$ cat config.mk
export PLATFORM = sky130hd
export DESIGN_NAME = front_panel_ctrl
export DESIGN_NICKNAME = d
export VERILOG_FILES = /design/src/rtl/front_panel_pkg.sv /design/src/rtl/btn_debounce.sv /design/src/rtl/front_panel_ctrl.sv
export SDC_FILE = /design/constraint.sdc
export NUM_CORES = 1
export LEC_CHECK = 0
export BUFFER_PORTS_ARGS = -buffer_cell sky130_fd_sc_hd__clkbuf_2
export CAP_MARGIN = 20
export CORE_MARGIN = 8
export CORE_UTILIZATION = 30
export DETAILED_ROUTE_END_ITERATION = 7
export GPL_ROUTABILITY_DRIVEN = 0
export GPL_TIMING_DRIVEN = 1
export PLACE_DENSITY = 0.52
export SLEW_MARGIN = 15
export SYNTH_ARGS = -nofsm -noshare
export SYNTH_HDL_FRONTEND = slang
export SYNTH_SLANG_ARGS = --single-unit
$ cat constraint.sdc
create_clock -name CLK_12MHz -period 2 [get_ports CLK_12MHz]
set_input_delay 0.4 -clock CLK_12MHz [delete_from_list [all_inputs] [get_ports CLK_12MHz]]
set_output_delay 0.4 -clock CLK_12MHz [all_outputs]
set_load 0.02 [all_outputs]
$ cat src/rtl/front_panel_pkg.sv
// Shared encodings for the front-panel input stage.
//   run_state_t : core run/pause/step/halted state, also driven onto run_state
//   BTN_*       : bit position of each push button in Switch / btn_level / btn_press
//   VIEW_*      : register selection shown on the LEDs
package front_panel_pkg;

   typedef enum logic [1:0] {
      ST_PAUSE  = 2'd0,
      ST_RUN    = 2'd1,
      ST_STEP   = 2'd2,
      ST_HALTED = 2'd3
   } run_state_t;

   localparam int BTN_RUN   = 0;
   localparam int BTN_RST   = 1;
   localparam int BTN_STEP  = 2;
   localparam int BTN_VIEW1 = 3;
   localparam int BTN_VIEW2 = 4;
   localparam int BTN_VIEW3 = 5;

   localparam logic [1:0] VIEW_MEM = 2'd0;
   localparam logic [1:0] VIEW_A   = 2'd1;
   localparam logic [1:0] VIEW_B   = 2'd2;
   localparam logic [1:0] VIEW_C   = 2'd3;

endpackage

$ cat src/rtl/btn_debounce.sv
// Single push-button conditioner: two-flop synchroniser, stable-level debounce
// and a one-cycle pulse on the debounced press edge.
//   CLK_12MHz  : system clock
//   RST_n      : synchronous active-low reset
//   switch_raw : raw button, 0 = pressed
//   level      : debounced level, 1 = pressed
//   press      : one-cycle pulse in the cycle after level rises
module btn_debounce
   import front_panel_pkg::*;
#(
   parameter int DEBOUNCE_CYCLES = 120000,
   parameter int CNT_W           = 17
) (
   input  logic CLK_12MHz,
   input  logic RST_n,
   input  logic switch_raw,
   output logic level,
   output logic press
);

   logic             sync_1;
   logic             sync_2;
   logic             level_d;
   logic             pressed_sync;
   logic [CNT_W-1:0] cnt;

   // Inversion after the second flop: synchroniser runs in raw polarity so a
   // reset preset of 1 means "released".
   assign pressed_sync = ~sync_2;

   always_ff @(posedge CLK_12MHz) begin
      if (!RST_n) begin
         sync_1  <= 1'b1;
         sync_2  <= 1'b1;
         level   <= 1'b0;
         level_d <= 1'b0;
         press   <= 1'b0;
         cnt     <= '0;
      end else begin
         sync_1  <= switch_raw;
         sync_2  <= sync_1;
         level_d <= level;
         press   <= level & ~level_d;
         if (pressed_sync == level) begin
            cnt <= '0;
         end else if (cnt == CNT_W'(DEBOUNCE_CYCLES - 1)) begin
            level <= pressed_sync;
            cnt   <= '0;
         end else begin
            cnt <= cnt + CNT_W'(1);
         end
      end
   end

endmodule

$ cat src/rtl/front_panel_ctrl.sv
// Front-panel controller for the 8-bit core: debounces the six buttons and
// turns them into run/pause, single-step, core reset and LED view select.
//   CLK_12MHz : system clock          RST_n     : sync active-low reset
//   Switch    : raw buttons, 0=press  halt_i    : core fetched HALT
//   cpu_en    : core advance strobe   cpu_rst   : core reset pulse
//   btn_level : debounced levels      btn_press : debounced press pulses
//   run_state : run_state_t           view_sel  : LED register select
//
// state     | meaning
// ----------+------------------------------------------------------------
// ST_PAUSE  | core idle, waiting for run or step
// ST_RUN    | free-running, cpu_en every TICK_DIV cycles, watching halt_i
// ST_STEP   | issue exactly one cpu_en, then back to PAUSE
// ST_HALTED | core hit HALT; only the reset button leaves this state
module front_panel_ctrl
   import front_panel_pkg::*;
#(
   parameter int NUM_BTN         = 6,
   parameter int DEBOUNCE_CYCLES = 120000,
   parameter int CNT_W           = 17,
   parameter int TICK_DIV        = 2048
) (
   input  logic               CLK_12MHz,
   input  logic               RST_n,
   input  logic [NUM_BTN-1:0] Switch,
   input  logic               halt_i,
   output logic               cpu_en,
   output logic               cpu_rst,
   output logic [NUM_BTN-1:0] btn_level,
   output logic [NUM_BTN-1:0] btn_press,
   output logic [1:0]         run_state,
   output logic [1:0]         view_sel
);

   localparam int TICK_W = (TICK_DIV > 2) ? $clog2(TICK_DIV) : 1;

   run_state_t        state;
   logic [TICK_W-1:0] tick;

   assign run_state = state;

   for (genvar i = 0; i < NUM_BTN; i++) begin : g_btn
      btn_debounce #(
         .DEBOUNCE_CYCLES (DEBOUNCE_CYCLES),
         .CNT_W           (CNT_W)
      ) u_db (
         .CLK_12MHz  (CLK_12MHz),
         .RST_n      (RST_n),
         .switch_raw (Switch[i]),
         .level      (btn_level[i]),
         .press      (btn_press[i])
      );
   end

   always_ff @(posedge CLK_12MHz) begin
      if (!RST_n) begin
         state    <= ST_PAUSE;
         tick     <= '0;
         cpu_en   <= 1'b0;
         cpu_rst  <= 1'b0;
         view_sel <= VIEW_MEM;
      end else begin
         cpu_en  <= 1'b0;
         cpu_rst <= 1'b0;

         if (btn_press[BTN_RST]) begin
            cpu_rst <= 1'b1;
            state   <= ST_PAUSE;
            tick    <= '0;
         end else begin
            case (state)
               ST_PAUSE: begin
                  tick <= '0;
                  if (btn_press[BTN_RUN])       state <= ST_RUN;
                  else if (btn_press[BTN_STEP]) state <= ST_STEP;
               end
               ST_RUN: begin
                  if (halt_i) begin
                     state <= ST_HALTED;
                     tick  <= '0;
                  end else if (btn_press[BTN_RUN]) begin
                     state <= ST_PAUSE;
                     tick  <= '0;
                  end else begin
                     // cpu_en is registered, so it is armed one count early to
                     // line up with tick == TICK_DIV-1.
                     cpu_en <= (tick == TICK_W'(TICK_DIV - 2));
                     if (tick == TICK_W'(TICK_DIV - 1)) tick <= '0;
                     else                               tick <= tick + TICK_W'(1);
                  end
               end
               ST_STEP: begin
                  tick   <= '0;
                  cpu_en <= 1'b1;
                  state  <= ST_PAUSE;
               end
               ST_HALTED: begin
                  tick <= '0;
               end
               default: begin
                  state <= ST_PAUSE;
                  tick  <= '0;
               end
            endcase
         end

         if (btn_press[BTN_RST])        view_sel <= VIEW_MEM;
         else if (btn_press[BTN_VIEW3]) view_sel <= VIEW_C;
         else if (btn_press[BTN_VIEW2]) view_sel <= VIEW_B;
         else if (btn_press[BTN_VIEW1]) view_sel <= VIEW_A;
      end
   end

endmodule

# After elaboration in Yosys (flattened, before gate mapping)
# Index checks and enable logic that the tools add are counted.
dict set report op_classes {
  addsub 7
  n_eq_ne 19
  n_mux 16
  bitwise_logic 25
  reduce_logical 18
}
# operator n
set ops {}
lappend ops {{$add 17x1->17 const B} 6}
lappend ops {{$eq 17x17->1 const B} 6}
lappend ops {{$mux 11} 3}
lappend ops {{$eq 11x11->1 const B} 2}
lappend ops {{$pmux 11 s2} 1}
lappend ops {{$reduce_or 3->1} 7}
lappend ops {{$not 1->1} 19}
lappend ops {{$mux 2} 7}
lappend ops {{$reduce_and 2->1} 6}
lappend ops {{$add 11x1->11 const B} 1}
lappend ops {{$and 1x1->1} 6}
lappend ops {{$eq 1x1->1} 6}
lappend ops {{$pmux 2 s3} 1}
lappend ops {{$reduce_bool 3->1} 2}
lappend ops {{$eq 2x2->1 const B} 2}
lappend ops {{$mux 1} 3}
lappend ops {{$ne 3x1->1 const B} 1}
lappend ops {{$ne 3x2->1 const B} 1}
lappend ops {{$reduce_and 3->1} 1}
lappend ops {{$eq 2x1->1 const B} 1}
lappend ops {{$logic_not 2->1} 1}
lappend ops {{$pmux 1 s2} 1}
lappend ops {{$reduce_or 2->1} 1}
dict set report word_totals {
  reg_bits 149
  inputBits 9
  output_inout_bits 18
  word_cells 126
}

# Longest topological paths before layout
dict set report logic_depth {
  ltp_word 5
  depth_mapped 7
  depth_no_buf 6
}

# By module
# Synthesis repeated with hierarchy kept, for this count alone.
dict set report unflattened {
  cells_unflattened 697
  area_unflattened_um2 6721.4
}
# mod n_inst cells_each area_per_inst_um2 seq_area_each_um2
set modules_own_cells {}
lappend modules_own_cells {btn_debounce 6 100 980.9 440.4}
lappend modules_own_cells {front_panel_ctrl 1 97 835.8 340.3}

# Worst setup path before layout
# No wires, ideal clock.
dict set report synth_path {
  path_kind {register -> register}
  startpoint {register g_btn[5].u_db.cnt[0]}
  endpoint {register g_btn[5].u_db.cnt[16]}
  setup_time_ns 0.115
  arrival_time_ns 1.588
  required_ns 1.885
  slack_ns 0.297
  stages_incl_launch_ff 7
  path_buffers 1
  synth_period_minus_slack_ns 1.703
  path_cell_list {dfxtp_1 -> ha_1 -> nand3_2 -> or2_1 -> o31ai_4 -> buf_6 -> nor2_1}
}
dict set report synth_via {
  elab_chain_cells 2
  word_cells_on_any_way 3
  classes_between {1 x add/sub; 1 x eq/ne; 1 x reduce/logical}
}
# item line_no
set synth_lines {}
lappend synth_lines {{start: declaration} btn_debounce.sv:25} ;# logic [CNT_W-1:0] cnt;
lappend synth_lines {{start signal: assignment} btn_debounce.sv:50} ;# cnt <= cnt + CNT_W'(1);
lappend synth_lines {{parallel branches: the longest is 2 deep, another holds $add 17x1->17} n/a}
# Several ways; the timed one is not identified.
# A chain may end at the register's enable or synchronous reset.

# Worst setup path in the final report
dict set report layout_path {
  startpoint {register g_btn[0].u_db.cnt[6]}
  endpoint {register g_btn[0].u_db.cnt[16]}
}
dict set report layout_via {
  elab_chain_cells 2
  word_cells_on_any_way 3
  classes_between {1 x add/sub; 1 x eq/ne; 1 x reduce/logical}
}
# item line_no
set layout_lines {}
lappend layout_lines {{start: declaration} btn_debounce.sv:25}
lappend layout_lines {{start signal: assignment} btn_debounce.sv:50}
lappend layout_lines {{parallel branches: the longest is 2 deep, another holds $add 17x1->17} n/a}
# Several ways; the timed one is not identified.

==> impl_metrics.csv <==
group,metric,value,unit
timing,fmax,0.6015,GHz
cts,clock_sinks,149,
global_routing,grt_util_met2,14.78,%
global_routing,antenna_found_initial,0,
floorplanning,io_pins,27,
cts,post_cts_buffers,0,
pwr,powerDensity,887.7,nW/um^2
synthesis,ys_seq_area_share,46.52,%
floorplanning,core_area,21020,sq um
timing,clock_skew,0.008422,ns
final_layout,diodes,0,
setup_path,r2r_setup_slack,0.34,ns
synthesis,synth_nets,736,
pwr,pwr-share-clk,48.4,%
synthesis,synth_cell_types,52,
cts,cts_max_level,4,
synthesis,netlist_area,6412,sq um
worst_hold_path,hold_depth,2,
cts,numCtsBuffers,17,
final_layout,layout.nets,774,
run,cap_violations,0,
timing,fin_tns_setup,0,ns
timing,slew_violations,0,
routing,vias,4629,
global_routing,grt_overflow,0,
synthesis,yosysWarnings,0,
synthesis,synth_top_family_by_area,"simple AND/OR/NAND/NOR gates",
final_layout,drive_gt1_share,12.43,%
setup_path,timing.rr.start,"g_btn[0].u_db.cnt[6]",
global_routing,grt_first_pass_wirelength,21.37,mm
routing,drtPass1Iterations,4,
synthesis,synth.top_cell.area_share,46.52,%
cts,cts_hold_buf,0,
synthesis,ys_ff_latch,149,
synthesis,netlist_instances,715,
cts,cts_tree,"done",
final_layout,syn_to_final_growth,16.35,%
place,dp_slack,0.3403,ns
worst_hold_path,whs_endpoint,"g_btn[2].u_db.sync_1",
pwr,switchingPower,1.454,mW
timing,min_period,1.663,ns
routing,drtIter0Drc,279,
setup_path,cp_max_fo,5,
timing,rsz0062_at_grt,"false",
global_routing,busiest_layer,"met2",
worst_hold_path,holdCritStartpoint,"Switch[2]",
timing,slew-limit-headroom,73.64,%
timing,fin_ws,0.3374,ns
setup_path,arrival,2.01,ns
synthesis,synth.area.mux_share,0.7805,%
setup_path,cpMaxStageDelayCell,"or3_1",
setup_path,crit_path_start_kind,"register",
cts,cts_resized,0,
place,dp_hpwl,8.538,mm
synthesis,avgSynthCellArea,8.968,sq um
setup_path,ff2ff_path_depth,4,
timing,setup_violations,0,
synthesis,synth-simple-area-share,28.80,%
setup_path,path_cells,"nand3_1 -> or3_1 -> or4_1 -> a21oi_1",
setup_path,cp-end-kind,"register",
cts,root_buffer,"clkbuf_16",
setup_path,max_stage_delay,0.44,ns
pwr,p_leak,2.411,nW
floorplanning,die_x,162.2,um
routing,routed_wl,12.13,mm
cts,clk_pin_slew,0.06,ns
timing,hold_violations,0,
pwr,power_switching_share,21.96,%
cts,clock_path_buffers,2,
routing,ant_nets,0,
synthesis,synth_ff_type,"dfxtp_1",
routing,drc,0,
synthesis,synth_edf_count,0,
synthesis,synth_xor_area_share,12.98,%
setup_path,worst-setup-path-type,"reg -> reg",
synthesis,synth.top_cells.by_count,"dfxtp_1 (149), nor2_1 (131), xnor2_1 (67)",
run_status,status,"finished, final reports clean",
pwr,ir_drop,439.7,uV
synthesis,yosys.area.top_type,"dfxtp_1",
synthesis,synthAdderAreaFrac,2.341,%
floorplanning,die_area,26310,sq um
routing,via_per_inst,4.455,
global_routing,grt_use_met3,3.392,%
timing,post-route-period-util,83.13,%
synthesis,synthArstFlopShare,0,%
cts,clkLatencyLatePin,0.42,ns
global_routing,grtUsageTotal,9.876,%
synthesis,synth_compound_area_share,3.727,%
floorplanning,start_util,30.50,%
setup_path,cp_data_required_time,2.35,ns
setup_path,reg2reg_to,"g_btn[0].u_db.cnt[16]",
global_routing,grt_max_degree,20,
global_routing,gr-usage-met1,13.00,%
place,place.port_buffers,26,
routing,wl_per_cell,11.67,um
floorplanning,rows,53,
worst_hold_path,holdCritPathClass,"in -> reg",
pwr,p_seq_share,45.9,%
pwr,comb_power_share,5.7,%
synthesis,synth_area_leaders,"dfxtp_1 (47%), xnor2_1 (9.2%), nor2_1 (7.7%)",
pwr,internal-power,5.169,mW
floorplanning,fp.dieH,162.2,um
synthesis,yosysMostFrequentCell,"dfxtp_1",
global_routing,grt_pass1_vias,4482,
timing,tightestPinTransition,0.3921,ns
## cells by family (layout without fill, tap and decap cells)
family / Yosys count / after routing
and+or+nand+nor: 358 / 358
adders and majority gates: 12 / 12
xor gates and xnor gates: 95 / 95
buffers and inverters: 61 / 110
muxes: 5 / 5
DFF: 149 / 149
AOI/OAI and AO/OA: 35 / 35
## cells in the final DEF, fill, tap and decap left out, types with 3 or more instances in the layout
cell,synthesis,routed
a21oi_1,13,13
and3_1,3,3
and4_1,3,3
buf_4,17,21
bufinv_16,0,3
clkbuf_16,0,17
clkbuf_2,0,26
clkinv_2,0,5
dfxtp_1,149,149
ha_1,12,12
inv_1,32,32
mux2i_1,5,5
nand2_1,35,35
nand2b_1,20,20
nand3_1,41,41
nand4_1,34,34
nor2_1,131,131
nor3_1,26,26
nor4_1,27,27
nor4b_1,3,3
nor4bb_1,3,3
o21ai_0,8,8
o31ai_1,3,3
or3_1,8,8
or4_1,3,3
xnor2_1,67,67
xor2_1,28,28
## critical path, delay by kind of cell, from the launching register on
kind	cells	cell delay, ns
AND/OR/NAND/NOR	3	1.06
flip-flops	1	0.40
AO/OA/AOI/OAI	1	0.14
## worst max-delay path by stage
| stage | slack [ns] | cells after the start | start | end |
|---|---|---|---|---|
| finish | 0.34 | 4 | g_btn[0].u_db.cnt[6] | g_btn[0].u_db.cnt[16] |
| global route | 0.20 | 5 | g_btn[3].u_db.cnt[2] | g_btn[3].u_db.cnt[5] |
| CTS | 0.33 | 6 | g_btn[5].u_db.cnt[0] | g_btn[5].u_db.cnt[14] |
| detailed placement | 0.34 | 5 | g_btn[0].u_db.cnt[0] | g_btn[0].u_db.cnt[16] |
| global placement | 0.36 | 6 | g_btn[5].u_db.cnt[0] | g_btn[5].u_db.cnt[15] |
| floorplan | 0.30 | 6 | g_btn[5].u_db.cnt[0] | g_btn[5].u_db.cnt[16] |
## layout make-up
class | count | area, sq um
fillers | 2136 | 13560
multi-input cells | 505 | 3118
flip-flops and latches | 149 | 2983
clock buffers | 20 | 456.7
well taps | 275 | 344.1
repair buffers | 48 | 307.8
clock inverters | 10 | 131.4
inverters | 32 | 120.1
## state kept, by name, indices dropped and copies added, names as in the netlist
| register | count |
|---|---|
| tick | 11 |
| cpu_rst | 1 |
| g_btn.u_db.level | 6 |
| view_sel | 2 |
| g_btn.u_db.sync_2 | 6 |
| run_state | 2 |
| g_btn.u_db.level_d | 6 |
| cpu_en | 1 |
| g_btn.u_db.cnt | 102 |
| g_btn.u_db.sync_1 | 6 |
| g_btn.u_db.press | 6 |
## metrics by stage
step | hold WS (ns) | util [%] | total power [mW] | area, sq um | instances
2_1_floorplan | 0.3681 | - | 3.358 | 6412 | 715
3_5_place_dp | 0.3725 | 32.69 | 3.482 | 6873 | 1009
4_1_cts | 0.1461 | 35.49 | 6.726 | 7461 | 1039
6_report | 0.1606 | 35.49 | 6.623 | 7461 | 1039
5_1_grt | 0.1375 | 35.49 | 6.909 | 7461 | 1039
3_3_place_gp | 0.3716 | 32.69 | 3.481 | 6873 | 1009
## metal layers
| layer | wire length (um) | up-vias | part of all wire, % |
|---|---|---|---|
| met5 | 0 | - | 0 |
| met2 | 5107 | 42 | 42 |
| met4 | 140 | 0 | 1.2 |
| met1 | 6443 | 2069 | 53 |
| li1 | - | 2504 | - |
| met3 | 439 | 14 | 3.6 |
## power groups by stage
stage	Sequential, mW	Clock (mW)	Combinational, mW
finish	3.04	3.21	0.376
floorplan	3.13	0	0.227
detailed placement	3.10	0	0.377
global placement	3.10	0	0.377
CTS	3.04	3.31	0.379
global route	3.04	3.44	0.426
(Power assumes the default switching activity.)
